<file path="config.mk">
export PLATFORM = sky130hd
export DESIGN_NAME = ball_collision_detect
export DESIGN_NICKNAME = d
export VERILOG_FILES = /design/src/rtl/ball_collision_detect.sv
export SDC_FILE = /design/constraint.sdc
export NUM_CORES = 1
export LEC_CHECK = 0
export BUFFER_PORTS_ARGS = -buffer_cell sky130_fd_sc_hd__buf_2
export CORE_ASPECT_RATIO = 1.2
export CORE_UTILIZATION = 40
export DETAILED_ROUTE_END_ITERATION = 10
export PLACE_DENSITY_LB_ADDON = 0.1
export SYNTH_ARGS = -nofsm -noshare
export SYNTH_HDL_FRONTEND = slang
export SYNTH_SLANG_ARGS = --single-unit
</file>
<file path="constraint.sdc">
create_clock -name clock -period 3.6 [get_ports clock]
set_input_delay 0.72 -clock clock [delete_from_list [all_inputs] [get_ports clock]]
set_output_delay 0.72 -clock clock [all_outputs]
set_load 0.03 [all_outputs]
</file>
<file path="src/rtl/ball_collision_detect.sv">
// ball_collision_detect
//   Closes the Pong ball-control loop on the 240x320 LT24 frame. It watches
//   the ball position/direction and both paddle positions, and produces:
//   - single-cycle X/Y reverse pulses for the ball mover,
//   - miss detection with a one-cycle serve request,
//   - per-player scores and a sticky game-over flag.
//   All outputs are registered. Each pulse appears the cycle after the edge
//   at which its qualifying inputs were sampled.
//
// Optional feature (macro RALLY_COUNT_EN):
//   When defined, adds output rallyCount[7:0]. It counts changeXDirection
//   pulses, saturates at 255, and clears on reset and on every serveRequest.
//
// Ports:
//   clock             system clock
//   reset             synchronous, active-high reset
//   ballXValue[7:0]   ball left edge X
//   ballYValue[8:0]   ball top edge Y
//   direction         ball X direction, 1 = moving right
//   leftPaddleY[8:0]  left paddle top Y
//   rightPaddleY[8:0] right paddle top Y
//   changeXDirection  one-cycle pulse: reverse X
//   changeYDirection  one-cycle pulse: reverse Y
//   serveRequest      one-cycle pulse after a miss
//   leftScore         left player score
//   rightScore        right player score
//   gameOver          high once either score reaches WIN_SCORE
//   rallyCount[7:0]   paddle-hit count (only with RALLY_COUNT_EN)
module ball_collision_detect #(
    parameter int LEFT_PADDLE_X   = 10,
    parameter int RIGHT_PADDLE_X  = 219,
    parameter int PADDLE_LENGTH   = 50,
    parameter int BALL_SIZE       = 10,
    parameter int SCREEN_Y_MAX    = 319,
    parameter int COOLDOWN_CYCLES = 4,
    parameter int WIN_SCORE       = 9,
    parameter int SCORE_WIDTH     = 4
) (
    input  logic                   clock,
    input  logic                   reset,
    input  logic [7:0]             ballXValue,
    input  logic [8:0]             ballYValue,
    input  logic                   direction,
    input  logic [8:0]             leftPaddleY,
    input  logic [8:0]             rightPaddleY,
    output logic                   changeXDirection,
    output logic                   changeYDirection,
    output logic                   serveRequest,
    output logic [SCORE_WIDTH-1:0] leftScore,
    output logic [SCORE_WIDTH-1:0] rightScore,
    output logic                   gameOver
`ifdef RALLY_COUNT_EN
    ,
    output logic [7:0]             rallyCount
`endif
);

    localparam int CW = $clog2(COOLDOWN_CYCLES + 1);

    typedef enum logic [1:0] {
        PLAY,
        X_COOL,
        MISS,
        GAME_OVER
    } state_t;

    state_t                 state;
    logic [CW-1:0]          xcnt;
    logic [CW-1:0]          ycnt;

    // All geometry is evaluated 10 bits wide, zero-extended, so nothing wraps.
    logic [9:0]             ball_x;
    logic [9:0]             ball_y;
    logic [9:0]             ball_x_far;
    logic [9:0]             ball_y_far;
    logic [9:0]             lp_top;
    logic [9:0]             rp_top;
    logic [9:0]             lp_end;
    logic [9:0]             rp_end;
    logic                   at_right;
    logic                   at_left;
    logic                   overlap_left;
    logic                   overlap_right;
    logic                   y_wall;
    logic                   inside_field;
    logic [SCORE_WIDTH-1:0] left_next;
    logic [SCORE_WIDTH-1:0] right_next;

    always_comb begin
        ball_x        = {2'b00, ballXValue};
        ball_y        = {1'b0, ballYValue};
        ball_x_far    = ball_x + 10'(BALL_SIZE);
        ball_y_far    = ball_y + 10'(BALL_SIZE);
        lp_top        = {1'b0, leftPaddleY};
        rp_top        = {1'b0, rightPaddleY};
        lp_end        = lp_top + 10'(PADDLE_LENGTH);
        rp_end        = rp_top + 10'(PADDLE_LENGTH);
        at_right      = direction && (ball_x_far >= 10'(RIGHT_PADDLE_X));
        at_left       = !direction && (ball_x <= 10'(LEFT_PADDLE_X));
        overlap_left  = (ball_y_far > lp_top) && (ball_y < lp_end);
        overlap_right = (ball_y_far > rp_top) && (ball_y < rp_end);
        y_wall        = (ball_y == 10'd0) || (ball_y_far > 10'(SCREEN_Y_MAX));
        inside_field  = (10'(LEFT_PADDLE_X) < ball_x) &&
                        (ball_x_far < 10'(RIGHT_PADDLE_X));
        left_next     = leftScore + SCORE_WIDTH'(1);
        right_next    = rightScore + SCORE_WIDTH'(1);
    end

    always_ff @(posedge clock) begin
        if (reset) begin
            state            <= PLAY;
            xcnt             <= '0;
            ycnt             <= '0;
            changeXDirection <= 1'b0;
            changeYDirection <= 1'b0;
            serveRequest     <= 1'b0;
            leftScore        <= '0;
            rightScore       <= '0;
            gameOver         <= 1'b0;
`ifdef RALLY_COUNT_EN
            rallyCount       <= '0;
`endif
        end else begin
            changeXDirection <= 1'b0;
            changeYDirection <= 1'b0;
            serveRequest     <= 1'b0;

            // Y walls run independently of the X state machine. A loaded
            // counter blocks re-triggering while the ball is still at the wall.
            if (state != GAME_OVER) begin
                if (ycnt != '0) begin
                    ycnt <= ycnt - CW'(1);
                end else if (y_wall) begin
                    changeYDirection <= 1'b1;
                    ycnt             <= CW'(COOLDOWN_CYCLES);
                end
            end

            case (state)
                PLAY: begin
                    if (at_right) begin
                        if (overlap_right) begin
                            changeXDirection <= 1'b1;
                            xcnt             <= '0;
                            state            <= X_COOL;
`ifdef RALLY_COUNT_EN
                            if (rallyCount != 8'hFF) rallyCount <= rallyCount + 8'd1;
`endif
                        end else begin
                            leftScore    <= left_next;
                            serveRequest <= 1'b1;
`ifdef RALLY_COUNT_EN
                            rallyCount   <= '0;
`endif
                            if (left_next == SCORE_WIDTH'(WIN_SCORE)) begin
                                gameOver <= 1'b1;
                                state    <= GAME_OVER;
                            end else begin
                                state    <= MISS;
                            end
                        end
                    end else if (at_left) begin
                        if (overlap_left) begin
                            changeXDirection <= 1'b1;
                            xcnt             <= '0;
                            state            <= X_COOL;
`ifdef RALLY_COUNT_EN
                            if (rallyCount != 8'hFF) rallyCount <= rallyCount + 8'd1;
`endif
                        end else begin
                            rightScore   <= right_next;
                            serveRequest <= 1'b1;
`ifdef RALLY_COUNT_EN
                            rallyCount   <= '0;
`endif
                            if (right_next == SCORE_WIDTH'(WIN_SCORE)) begin
                                gameOver <= 1'b1;
                                state    <= GAME_OVER;
                            end else begin
                                state    <= MISS;
                            end
                        end
                    end
                end
                X_COOL: begin
                    if (xcnt == CW'(COOLDOWN_CYCLES - 1)) state <= PLAY;
                    else xcnt <= xcnt + CW'(1);
                end
                MISS: begin
                    if (inside_field) state <= PLAY;
                end
                GAME_OVER: begin
                    state <= GAME_OVER;
                end
                default: state <= PLAY;
            endcase
        end
    end

endmodule

</file>
==> results_dict.tcl <==
set metrics [dict create \
    status "finished clean" \
    grt_pass1_wl_mm 10.85 \
    hpwl_mm 5.405 \
    yosysTopAreaCellShare 0.2229 \
    syn_to_final_growth_pct 20.01 \
    power_frac_seq 0.297 \
    grtUsageMet1 0.2683 \
    clockRootBuffer "clkbuf_8" \
    syn_area_um2 2582 \
    crit_path_cell_trace "buf_2 -> a21o_1 -> and4_1 -> or2_2 -> ha_1 -> or3_1 -> or4b_1 -> nand4_1 -> or4b_4 -> a31oi_1 -> o21a_1" \
    diodes 0 \
    crit_buf_inv 1 \
    finalMaxSlewViolations 0 \
    die_h_um 90.02 \
    die_w_um 75.35 \
    syn_avg_cell_area_um2 7.922 \
    yosysTopAreaCell "ha_1" \
    antenna_found_initial 0 \
    critical_path_depth 11 \
    use_met3 0.02130 \
    async_flop_share 0 \
    hold_path_class "register to register" \
    min_period_ns 3.328 \
    p_int_uw 558.9 \
    wl_mm 6.336 \
    nNetsFinal 476 \
    timing.fmax_ghz 0.3005 \
    cts_setup_buffers 0 \
    top_usage_layer "met2" \
    cts.reportedPaths.clkPinSlew_ns 0.08 \
    synth.distinct_cells 62 \
    cts_buffers 3 \
    grt_pass1_vias 2441 \
    p_sw_frac 0.3539 \
    grt_max_degree 18 \
    worstMarginPinSlew_ns 0.6830 \
    ys_top_cells_by_area "ha_1, dfxtp_1, inv_1, xnor2_1, a21oi_1" \
    place_congestion 0.8588 \
    fin_util 0.5057 \
    tns_ns 0 \
    yosysMostFrequentCell "ha_1" \
    core-area_um2 6128 \
    hold_violations 0 \
    cts_htree_levels 1 \
    port_buffers 49 \
    slew_headroom 0.5407 \
    initialDrtViolationCount 69 \
    netlist_instances 326 \
    start_kind "primary input" \
    timing.rr.start "rightScore[1]$_SDFFE_PP0P_" \
    worstPathRequired_ns 3.81 \
    period_share 0.9243 \
    finalSetupViolations 0 \
    vias 2558 \
    pwr_density_cell_nw_per_um2 279.1 \
    power_frac_clock 0.263 \
    worstSetupEndpointType "register" \
    cp.arrival_ns 3.54 \
    met2_usage 0.3318 \
    firstDrtPassIters 4 \
    cp_top_family "simple AND/OR/NAND/NOR gates" \
    fill_cells 649 \
    p_leak_uw 0.001492 \
    fin_skew_ns 0.009808 \
    gr-total-overflow 0 \
    clockBufferDepth 2 \
    final-seq-area_um2 400.4 \
    multi_input_area_um2 1991 \
    p_switching_uw 306.1 \
    ys_warn_count 0 \
    cts_tree "yes" \
    worstSkewPairLatency_ns 0.26 \
    synth_commonest_cells "ha_1, inv_1, a21oi_1" \
    crit_type "primary input to register" \
    cts.sinks 20 \
    drive_gt1_frac 0.2225 \
    viasPerCell 5.408 \
    reg2reg_depth 8 \
    syn_nets 410 \
    ys_ff_latch 20 \
    whs_path_depth 2 \
    synth_edf_count 0 \
    postCtsHoldBufs 0 \
    ys_seq_area_frac 0.1550 \
    synth_ff_type "dfxtp_1" \
    maxCapViolCount 0 \
    detail_route.wl_per_cell_um 13.40 \
    drc 0 \
    grtUsageTotal 0.1986 \
    slowest_stage "or4b_1" \
    crit_fanout 5 \
    pin_count 50 \
    rsz0062_at_grt "no" \
    initial_core_util 0.4214 \
    p_comb_frac 0.440 \
    cp_slowest_stage_delay_ns 0.55 \
    dieArea_um2 6783 \
    peakVddDrop_mv 0.3388 \
    ant_nets 0 \
    holdCritStartpoint "ycnt[2]$_SDFFE_PP0P_" \
    critPathLaunch "ballYValue[1]" \
    row_count 31 \
    post_cts_resized 0 \
]
## registers in the layout, indices dropped and copies added, names as in the netlist
name	cells
changeXDirection	1
changeYDirection	1
gameOver	1
leftScore	4
rightScore	4
serveRequest	1
state	2
xcnt	3
ycnt	3
## metrics by stage
stage	setup slack, ns	instance area (um^2)	total power [uW]	hold WS [ns]	std cells
after global routing	0.008691	3099	938.8	0.5238	473
after global placement	0.03415	3028	639.2	0.4666	469
after detailed placement	0.01268	3028	644.3	0.4763	469
after floorplan	0.2813	2582	524.6	0.4544	326
final	0.2724	3099	865.1	0.4880	473
after CTS	0.2796	3099	876.9	0.4944	473
## worst paths after layout
path              slack [ns]                    end
hold / removal          0.49   ycnt[2]$_SDFFE_PP0P_
setup reg to reg        1.80  state[0]$_SDFFE_PP0P_
setup / recovery        0.27   xcnt[2]$_SDFFE_PP0P_
hold reg to reg         0.49   ycnt[2]$_SDFFE_PP0P_
## layout by cell type, fill, tap and decap left out, types with 6 or more instances in the layout
cell / Yosys / final
inv_1: 43 / 43
a31oi_1: 6 / 6
a21oi_1: 23 / 23
xnor2_1: 18 / 18
nand2_1: 16 / 16
ha_1: 46 / 46
nor2_1: 20 / 20
o21ai_0: 12 / 12
dfxtp_1: 20 / 20
nand3_1: 13 / 13
and3_1: 8 / 8
buf_4: 1 / 17
o21a_1: 9 / 9
buf_2: 0 / 49
## worst register-to-register path, delay by kind of cell (launching register included)
kind,cells,cell delay [ns]
compound gates,6,1.01
fa+ha+maj,1,0.23
flops,1,0.41
simple gates,1,0.07
## cell type report
class	count	share of cell area
repair buffers	66	0.1203
flip-flops and latches	20	0.1292
well taps	82	0.03310
multi-input cells	258	0.6423
clock buffers	3	0.01332
clock inverters	1	0.009689
inverters	43	0.05208
## power groups by stage
stage               combinational, uW  clock (uW)  sequential [uW]
floorplan                         260           0              265
global placement                  377           0              262
detailed placement                382           0              262
CTS                               384         235              257
global route                      435         243              261
finish                            381         227              257
## logic make-up (layout without fill, tap and decap cells)
group,count (synthesis),count (layout),synth area share
simple gates,99,99,0.2112
compound gates,89,89,0.2544
buf+inv,48,113,0.07413
fa+ha+maj,46,46,0.2229
xor+xnor,22,22,0.07461
flops,20,20,0.1550
mux,2,2,0.007752
## per-layer routing
layer | part of all wire | routed length (um)
met3 | 0.035 | 221
met2 | 0.48 | 3016
met5 | 0 | 0
met1 | 0.48 | 3039
met4 | 0.0093 | 59
(Power assumes the default switching activity.)
